[src/rtl/fifo_rd_pkg.sv]
// Shared types and constants for the FIFO read adapter and its output buffer.
package fifo_rd_pkg;

    localparam int DEFAULT_DW = 8;
    localparam int CNT_W      = 16;

    typedef enum logic [1:0] {
        IDLE  = 2'd0,
        RUN   = 2'd1,
        FLUSH = 2'd2
    } state_t;

    // Next FSM state; 'drained' means no buffered word and no read in flight.
    function automatic state_t next_state(input state_t cur, input logic enable,
                                          input logic drained);
        state_t nxt;
        nxt = cur;
        case (cur)
            IDLE:    nxt = enable ? RUN : IDLE;
            RUN:     nxt = enable ? RUN : FLUSH;
            FLUSH: begin
                if (enable) begin
                    nxt = RUN;
                end else if (drained) begin
                    nxt = IDLE;
                end else begin
                    nxt = FLUSH;
                end
            end
            default: nxt = IDLE;
        endcase
        return nxt;
    endfunction

endpackage

[src/rtl/fifo_rd_skid.sv]
// Two-entry output buffer: a tiny circular queue with a head pointer and an
// occupancy count. Push and pop in the same cycle keep occupancy unchanged.
module fifo_rd_skid
    import fifo_rd_pkg::*;
#(
    parameter int DW = DEFAULT_DW
) (
    input  logic          clk,
    input  logic          reset,
    input  logic          push,
    input  logic [DW-1:0] push_data,
    input  logic          pop,
    output logic [1:0]    occ,
    output logic [DW-1:0] head_data
);

    logic [DW-1:0] mem_q [2];
    logic [DW-1:0] mem_d [2];
    logic          head_q, head_d;
    logic [1:0]    occ_q, occ_d;
    logic          pop_ok, push_ok, wr_idx;

    // Work out the write slot (head + occupancy, modulo 2) and the next head/occupancy.
    always_comb begin
        mem_d   = mem_q;
        head_d  = head_q;
        occ_d   = occ_q;
        pop_ok  = pop && (occ_q != 2'd0);
        push_ok = push && ((occ_q != 2'd2) || pop_ok);
        wr_idx  = head_q ^ occ_q[0];
        if (push_ok) begin
            mem_d[wr_idx] = push_data;
        end
        if (pop_ok) begin
            head_d = ~head_q;
        end
        occ_d = occ_q + {1'b0, push_ok} - {1'b0, pop_ok};
    end

    // Storage, head pointer and occupancy registers; reset empties the buffer.
    always_ff @(posedge clk) begin
        if (!reset) begin
            mem_q[0] <= '0;
            mem_q[1] <= '0;
            head_q   <= 1'b0;
            occ_q    <= 2'd0;
        end else begin
            mem_q    <= mem_d;
            head_q   <= head_d;
            occ_q    <= occ_d;
        end
    end

    assign occ       = occ_q;
    assign head_data = mem_q[head_q];

endmodule

[src/rtl/fifo_rd_adapter.sv]
// Turns a 1-cycle-latency FIFO read port into a valid/ready stream. Reads are
// only issued when the word they fetch is guaranteed a buffer slot on arrival.
module fifo_rd_adapter
    import fifo_rd_pkg::*;
#(
    parameter int DW        = DEFAULT_DW,
    parameter int BUF_DEPTH = 2
) (
    input  logic             clk,
    input  logic             reset,
    input  logic             enable,
    input  logic             fifo_empty,
    input  logic [DW-1:0]    fifo_data_out,
    output logic             fifo_rd,
    output logic             m_valid,
    input  logic             m_ready,
    output logic [DW-1:0]    m_data,
    output logic [CNT_W-1:0] rd_count,
    output logic             busy
);

    state_t           state_q, state_d;
    logic             infl_q, infl_d;
    logic [CNT_W-1:0] rd_count_q, rd_count_d;
    logic [1:0]       occ;
    logic [DW-1:0]    head_data;
    logic             pop;
    logic [2:0]       level;
    logic             drained;

    // Outputs are held low while reset is asserted, even before the first edge.
    assign m_valid  = reset && (occ != 2'd0);
    assign pop      = m_valid && m_ready;
    assign level    = {1'b0, occ} + {2'b00, infl_q} - {2'b00, pop};
    assign fifo_rd  = reset && (state_q == RUN) && !fifo_empty && (level < 3'(BUF_DEPTH));
    assign drained  = (occ == 2'd0) && !infl_q;
    assign m_data   = m_valid ? head_data : '0;
    assign busy     = reset && (state_q != IDLE);
    assign rd_count = rd_count_q;

    // Next state, in-flight flag (a read this cycle lands next cycle) and delivered-word count.
    always_comb begin
        state_d    = next_state(state_q, enable, drained);
        infl_d     = fifo_rd;
        rd_count_d = rd_count_q + {{(CNT_W-1){1'b0}}, pop};
    end

    // FSM, in-flight tracking and counter registers; reset drops any read in flight.
    always_ff @(posedge clk) begin
        if (!reset) begin
            state_q    <= IDLE;
            infl_q     <= 1'b0;
            rd_count_q <= '0;
        end else begin
            state_q    <= state_d;
            infl_q     <= infl_d;
            rd_count_q <= rd_count_d;
        end
    end

    fifo_rd_skid #(
        .DW(DW)
    ) u_skid (
        .clk       (clk),
        .reset     (reset),
        .push      (infl_q),
        .push_data (fifo_data_out),
        .pop       (pop),
        .occ       (occ),
        .head_data (head_data)
    );

endmodule

[config.mk]
export PLATFORM = sky130hd
export DESIGN_NAME = fifo_rd_adapter
export DESIGN_NICKNAME = d
export VERILOG_FILES = /design/src/rtl/fifo_rd_pkg.sv /design/src/rtl/fifo_rd_skid.sv /design/src/rtl/fifo_rd_adapter.sv
export SDC_FILE = /design/constraint.sdc
export NUM_CORES = 1
export LEC_CHECK = 0
export ABC_AREA = 1
export CAP_MARGIN = 25
export CORE_UTILIZATION = 29
export DETAILED_ROUTE_END_ITERATION = 8
export SYNTH_ARGS = -nofsm -noshare
export SYNTH_HDL_FRONTEND = slang
export SYNTH_SLANG_ARGS = --single-unit
[constraint.sdc]
create_clock -name clk -period 2.4 [get_ports clk]
set_input_delay 0.24 -clock clk [delete_from_list [all_inputs] [get_ports clk]]
set_output_delay 0.24 -clock clk [all_outputs]
set_load 0.005 [all_outputs]
==> Yosys cells after proc, flatten, opt, wreduce, memory -nomap -nowiden <==
Index checks and enable logic that the tools add are counted.
{ "word_totals": {"regBits": 38, "latchBits": 0, "ramBits": 0, "romBits": 0, "n_memories": 0} }
{ "classes": {"addsub": 5, "mul": 0, "n_div": 0, "n_lt_le_gt_ge": 4, "n_eq_ne": 3, "shifts": 0, "mux": 12, "bitwise_logic": 4, "reduce_logical": 17} }
{ "op_table": {"columns": ["operator", "count"], "rows": [
  ["$mux W8", 5],
  ["$add A16 B1 Y16", 1],
  ["$bwmux W16", 1],
  ["$logic_and A1 B1 Y1", 10],
  ["$demux W8 S1", 1],
  ["$mux W2", 3],
  ["$pmux W2 S3", 1],
  ["$ge A2 B2 Y1 const B", 2],
  ["$logic_not A2 Y1", 2],
  ["$not A1 Y2", 2],
  ["$reduce_bool A2 Y1", 2],
  ["$add A2 B1 Y3", 1],
  ["$lt A3 B2 Y1 const B", 1],
  ["$sub A3 B1 Y3", 1],
  ["$add A2 B1 Y2", 1],
  ["$eq A2 B1 Y1 const B", 1],
  ["$eq A2 B2 Y1 const B", 1],
  ["$logic_not A1 Y1", 2],
  ["$lt A2 B1 Y1 const B", 1],
  ["$ne A2 B2 Y1 const B", 1],
  ["$sub A2 B1 Y2", 1],
  ["$logic_or A1 B1 Y1", 1],
  ["$mux W1", 1],
  ["$not A1 Y1", 1],
  ["$xor A1 B1 Y1", 1]
]} }

==> Logic depth before layout (Yosys ltp) <==
{ "logic_depth": {"ltp_word": 8, "ltp_mapped": 14} }

==> Modules after synthesis <==
Synthesis repeated with hierarchy kept, for this count alone.
{ "hier_totals": {"hier_cells": 333, "area_unflattened_um2": 2217.1} }
{ "modules_own_cells": {"columns": ["mod", "instances", "cells_each", "area_per_inst_um2", "seq_area_each_um2"], "rows": [
  ["fifo_rd_skid", 1, 175, 1153.6, 380.4],
  ["fifo_rd_adapter", 1, 158, 1063.5, 380.4]
]} }

==> Worst setup path before layout <==
Ideal clock, no wire load.
{ "synth_path": {"kind": "register to output", "from": "register u_skid.occ_q[0] (netlist: u_skid.occ[0])", "to": "output fifo_rd", "arrival_ps": 1937, "required_ps": 2160, "setup_slack_ps": 223, "path_stages_with_launch": 11, "n_path_buf": 0, "path_cell_list": "dfxtp_1 inv_2 nand2_2 nand3_4 inv_1 ha_1 inv_1 nand2_1 fa_1 nand2_1 nor4_1"} }
{ "synth_via": {"elab_chain_cells": 6, "elab_cells_between_ends": 7, "cone_classes": "add/sub (2); order compare (1); reduce/logical (4)"} }
{ "synth_rtl": {"columns": ["item", "line", "rtl"], "rows": [
  ["start, declared", "fifo_rd_skid.sv:20", "logic [1:0] occ_q, occ_d;"],
  ["start signal, assigned", "fifo_rd_skid.sv:46", "occ_q <= 2'd0;"],
  ["start signal, assigned", "fifo_rd_skid.sv:50", "occ_q <= occ_d;"],
  ["parallel branches: the longest is 3 deep, another holds $add A2 B1 Y3", null, null],
  ["$sub A3 B1 Y3 *", "fifo_rd_adapter.sv:34", "assign level = {1'b0, occ} + {2'b00, infl_q} - {2'b00, pop};"],
  ["$lt A3 B2 Y1 *", "fifo_rd_adapter.sv:35", "assign fifo_rd = reset && (state_q == RUN) && !fifo_empty && (level < 3'(BUF_DEPTH));"],
  ["$logic_and A1 B1 Y1 *", "fifo_rd_adapter.sv:35", null],
  ["end, declared", "fifo_rd_adapter.sv:14", "output logic fifo_rd,"]
]} }
Mark *: on every way between the ends.

==> Final worst setup path <==
{ "layout_path": {"from": "input m_ready", "to": "output fifo_rd"} }
{ "layout_via": {"elab_chain_cells": 4} }
{ "layout_rtl": {"columns": ["item", "line", "rtl"], "rows": [
  ["start, declared", "fifo_rd_adapter.sv:16", "input logic m_ready,"],
  ["$logic_and A1 B1 Y1", "fifo_rd_adapter.sv:33", "assign pop = m_valid && m_ready;"],
  ["$sub A3 B1 Y3", "fifo_rd_adapter.sv:34", null],
  ["$lt A3 B2 Y1", "fifo_rd_adapter.sv:35", null],
  ["$logic_and A1 B1 Y1", "fifo_rd_adapter.sv:35", null]
]} }
Every way passes these cells.

==> results.sh <==
export IMPL_hold_buffers=0
export IMPL_power_mw=1.40
export IMPL_area_growth_pct=35.2
export IMPL_pre_cts_slack_ns=-0.478
export IMPL_setup_worst_path_start_class="input port"
export IMPL_worstMarginPinSlew_ns=0.552
export IMPL_fin_crit_ns=2.41
export IMPL_avgSynthCellArea_um2=6.69
export IMPL_critPathCaptureType="primary output"
export IMPL_clk_pin_slew_ns=0.08
export IMPL_report_final_hold_viol_count=0
export IMPL_powerDensity_nw_per_um2=499
export IMPL_antenna_left=0
export IMPL_yosysUniqueCellTypes=29
export IMPL_drtIter0Drc=78
export IMPL_hold_class="reg -> reg"
export IMPL_drt_pass1_iter_count=4
export IMPL_final_max_slew_viol_count=0
export IMPL_slew_limit_headroom_pct=63.0
export IMPL_leakagePower_nw=1.26
export IMPL_cts_sinks=38
export IMPL_cpMaxStageDelayCell="fa_2"
export IMPL_drive_gt1_share_pct=12.9
export IMPL_avgRoutedWirePerCell_um=10.1
export IMPL_ys_async_sr_fraction_pct=0
export IMPL_pin_count=40
export IMPL_grt_pass1_vias=1740
export IMPL_place_inst=449
export IMPL_synth_top_cell_area_share_pct=36.7
export IMPL_cts_tree="yes"
export IMPL_grt_pass1_wl_um=7790
export IMPL_hpwl_um=3170
export IMPL_period_share_pct=101
export IMPL_grtUsageTotal_pct=13.1
export IMPL_final_area_um2=2800
export IMPL_core_area_um2=6830
export IMPL_place_congestion=0.773
export IMPL_mostFrequentLayoutCell="nand2_1"
export IMPL_num_vias=1948
export IMPL_gr_total_overflow=0
export IMPL_clock_skew_ns=0.00546
export IMPL_syn_area_um2=2070
export IMPL_synth_seq_cells=38
export IMPL_die_area_um2=7490
export IMPL_htree_levels=2
export IMPL_wl_um=4640
export IMPL_cts_root_buf="clkbuf_8"
export IMPL_cp_data_arrival_time_ns=2.17
export IMPL_cts_made_buffers=5
export IMPL_crit_top_cell="nand2_2"
export IMPL_grt_max_degree=31
export IMPL_path_class="in -> out"
export IMPL_synthTopCellsByArea="dfxtp_1, nand2_1, inv_1"
export IMPL_initial_core_util_pct=30.3
export IMPL_die_w_um=86.6
export IMPL_drc=0
export IMPL_synth_nets=329
export IMPL_die_h_um=86.6
export IMPL_cp_max_fo=2
export IMPL_vdd_drop_max_mv=0.213
export IMPL_num_nets_final=383
export IMPL_clk_path_buf_depth=2
export IMPL_synth_edff_count=0
export IMPL_cp_slowest_stage_delay_ns=0.53
export IMPL_rsz0062_at_grt="yes"
export IMPL_status="finished, violations left"
export IMPL_synthesis_instances=310
export IMPL_antenna_found_initial=0
export IMPL_yosys_warnings=0
export IMPL_post_synth_top_area_cell="dfxtp_1"
export IMPL_max_freq_mhz=414
export IMPL_setup_ws_ns=-0.0146
export IMPL_cp_required_ns=2.16
export IMPL_viasPerCell=4.23
export IMPL_cp_cell_sequence="clkdlybuf4s50_1 -> nand3_4 -> inv_4 -> ha_4 -> inv_2 -> nand2_2 -> fa_2 -> nand2_2 -> nor4_2 -> buf_2"
export IMPL_portBuffers=39
export IMPL_failed_checks="negative setup slack"
export IMPL_fin_cells=461
export IMPL_clock_latency_ns=0.29
export IMPL_cap_violations=0
export IMPL_finalSetupTns_ns=-0.0146
export IMPL_rows=30
export IMPL_synth_seq_area_share_pct=36.7
export IMPL_num_antenna_cells=0
export IMPL_layout_common_cells="nand2_1, inv_1, nor2_1"
export IMPL_setup_viol=1
export IMPL_ys_flop_type="dfxtp_1"
export IMPL_place_area_um2=2630
[per-layer routing]
layer	vias to the layer above	GRT usage, %	routed length [µm]
li1	1054	-	-
met1	852	17.4	2300
met2	36	21.1	2120
met3	6	3.24	172
met4	0	3.64	48
met5	-	0	0
[state kept, by name, indices dropped and copies added, names as in the netlist]
| signal | flops |
|---|---|
| u_skid.mem_q | 16 |
| infl_q | 1 |
| state_q | 2 |
| u_skid.head_q | 1 |
| u_skid.occ | 2 |
| rd_count | 16 |
[power breakdown]
part | switching [mW] | total, mW | internal (mW) | leakage, nW
Clock | 0.251 | 0.560 | 0.309 | 0.0504
Combinational | 0.103 | 0.185 | 0.0827 | 0.905
Sequential | 0.00932 | 0.653 | 0.644 | 0.308
[synth_stat cells (2+ instances only)]
library cell,count
nand3_1,8
inv_2,5
dfxtp_1,38
nor4_1,2
a21oi_1,8
inv_1,66
ha_1,5
xor2_1,2
buf_2,3
nor3_1,4
clkbuf_1,3
nand4_1,21
nor2_1,38
xnor2_1,2
o21ai_0,13
nand3_4,3
nand2_1,77
[worst max-delay path, delay by kind of cell]
kind / cells / cell delay (ns)
simple gates: 4 / 0.44
buf+inv: 4 / 0.77
fa+ha+maj: 2 / 0.72
[metrics by stage]
step | utilization [%] | hold WS [ns]
final | 41.0 | 0.486
after global routing | 41.0 | 0.505
after CTS | 40.7 | 0.488
after detailed placement | 38.5 | 0.475
after global placement | 38.5 | 0.466
after floorplan | - | 0.318
[cell families after synthesis]
group,count (synthesis),share of synthesized area (%)
AOI/OAI and AO/OA,24,6.16
xor gates and xnor gates,6,3.26
adders and majority gates,6,3.98
buffers and inverters,79,15.0
DFF,38,36.7
and+or+nand+nor,157,34.9
[what timing repair did]
item                                    CTS  global route
endpoints found under the setup margin    1             1
gates resized for setup                  13             3
pin swaps                                 4             3
setup buffers                             3             1
endpoints found under the hold margin     0             0
gates cloned                              0             0
[cell type report]
cell class	count	area [µm²]
clock buffer	5	68.8
clock inverter	3	45.0
fill	752	4030
inverter	71	269
multi-input combinational	193	1030
sequential	38	763
tap	96	120
timing repair buffer	55	504
[final timing paths]
kind | startpoint | endpoint | slack, ns | cells past startpoint
hold / removal | rd_count[15]$_SDFF_PN0_ | rd_count[15]$_SDFF_PN0_ | 0.49 | 2
setup / recovery | m_ready | fifo_rd | -0.01 | 10
hold reg to reg | rd_count[15]$_SDFF_PN0_ | rd_count[15]$_SDFF_PN0_ | 0.49 | 2
setup reg to reg | u_skid.occ[1]$_SDFF_PN0_ | infl_q$_SDFF_PN0_ | 0.48 | 11
Note: power is estimated with default switching activity, not from simulation.
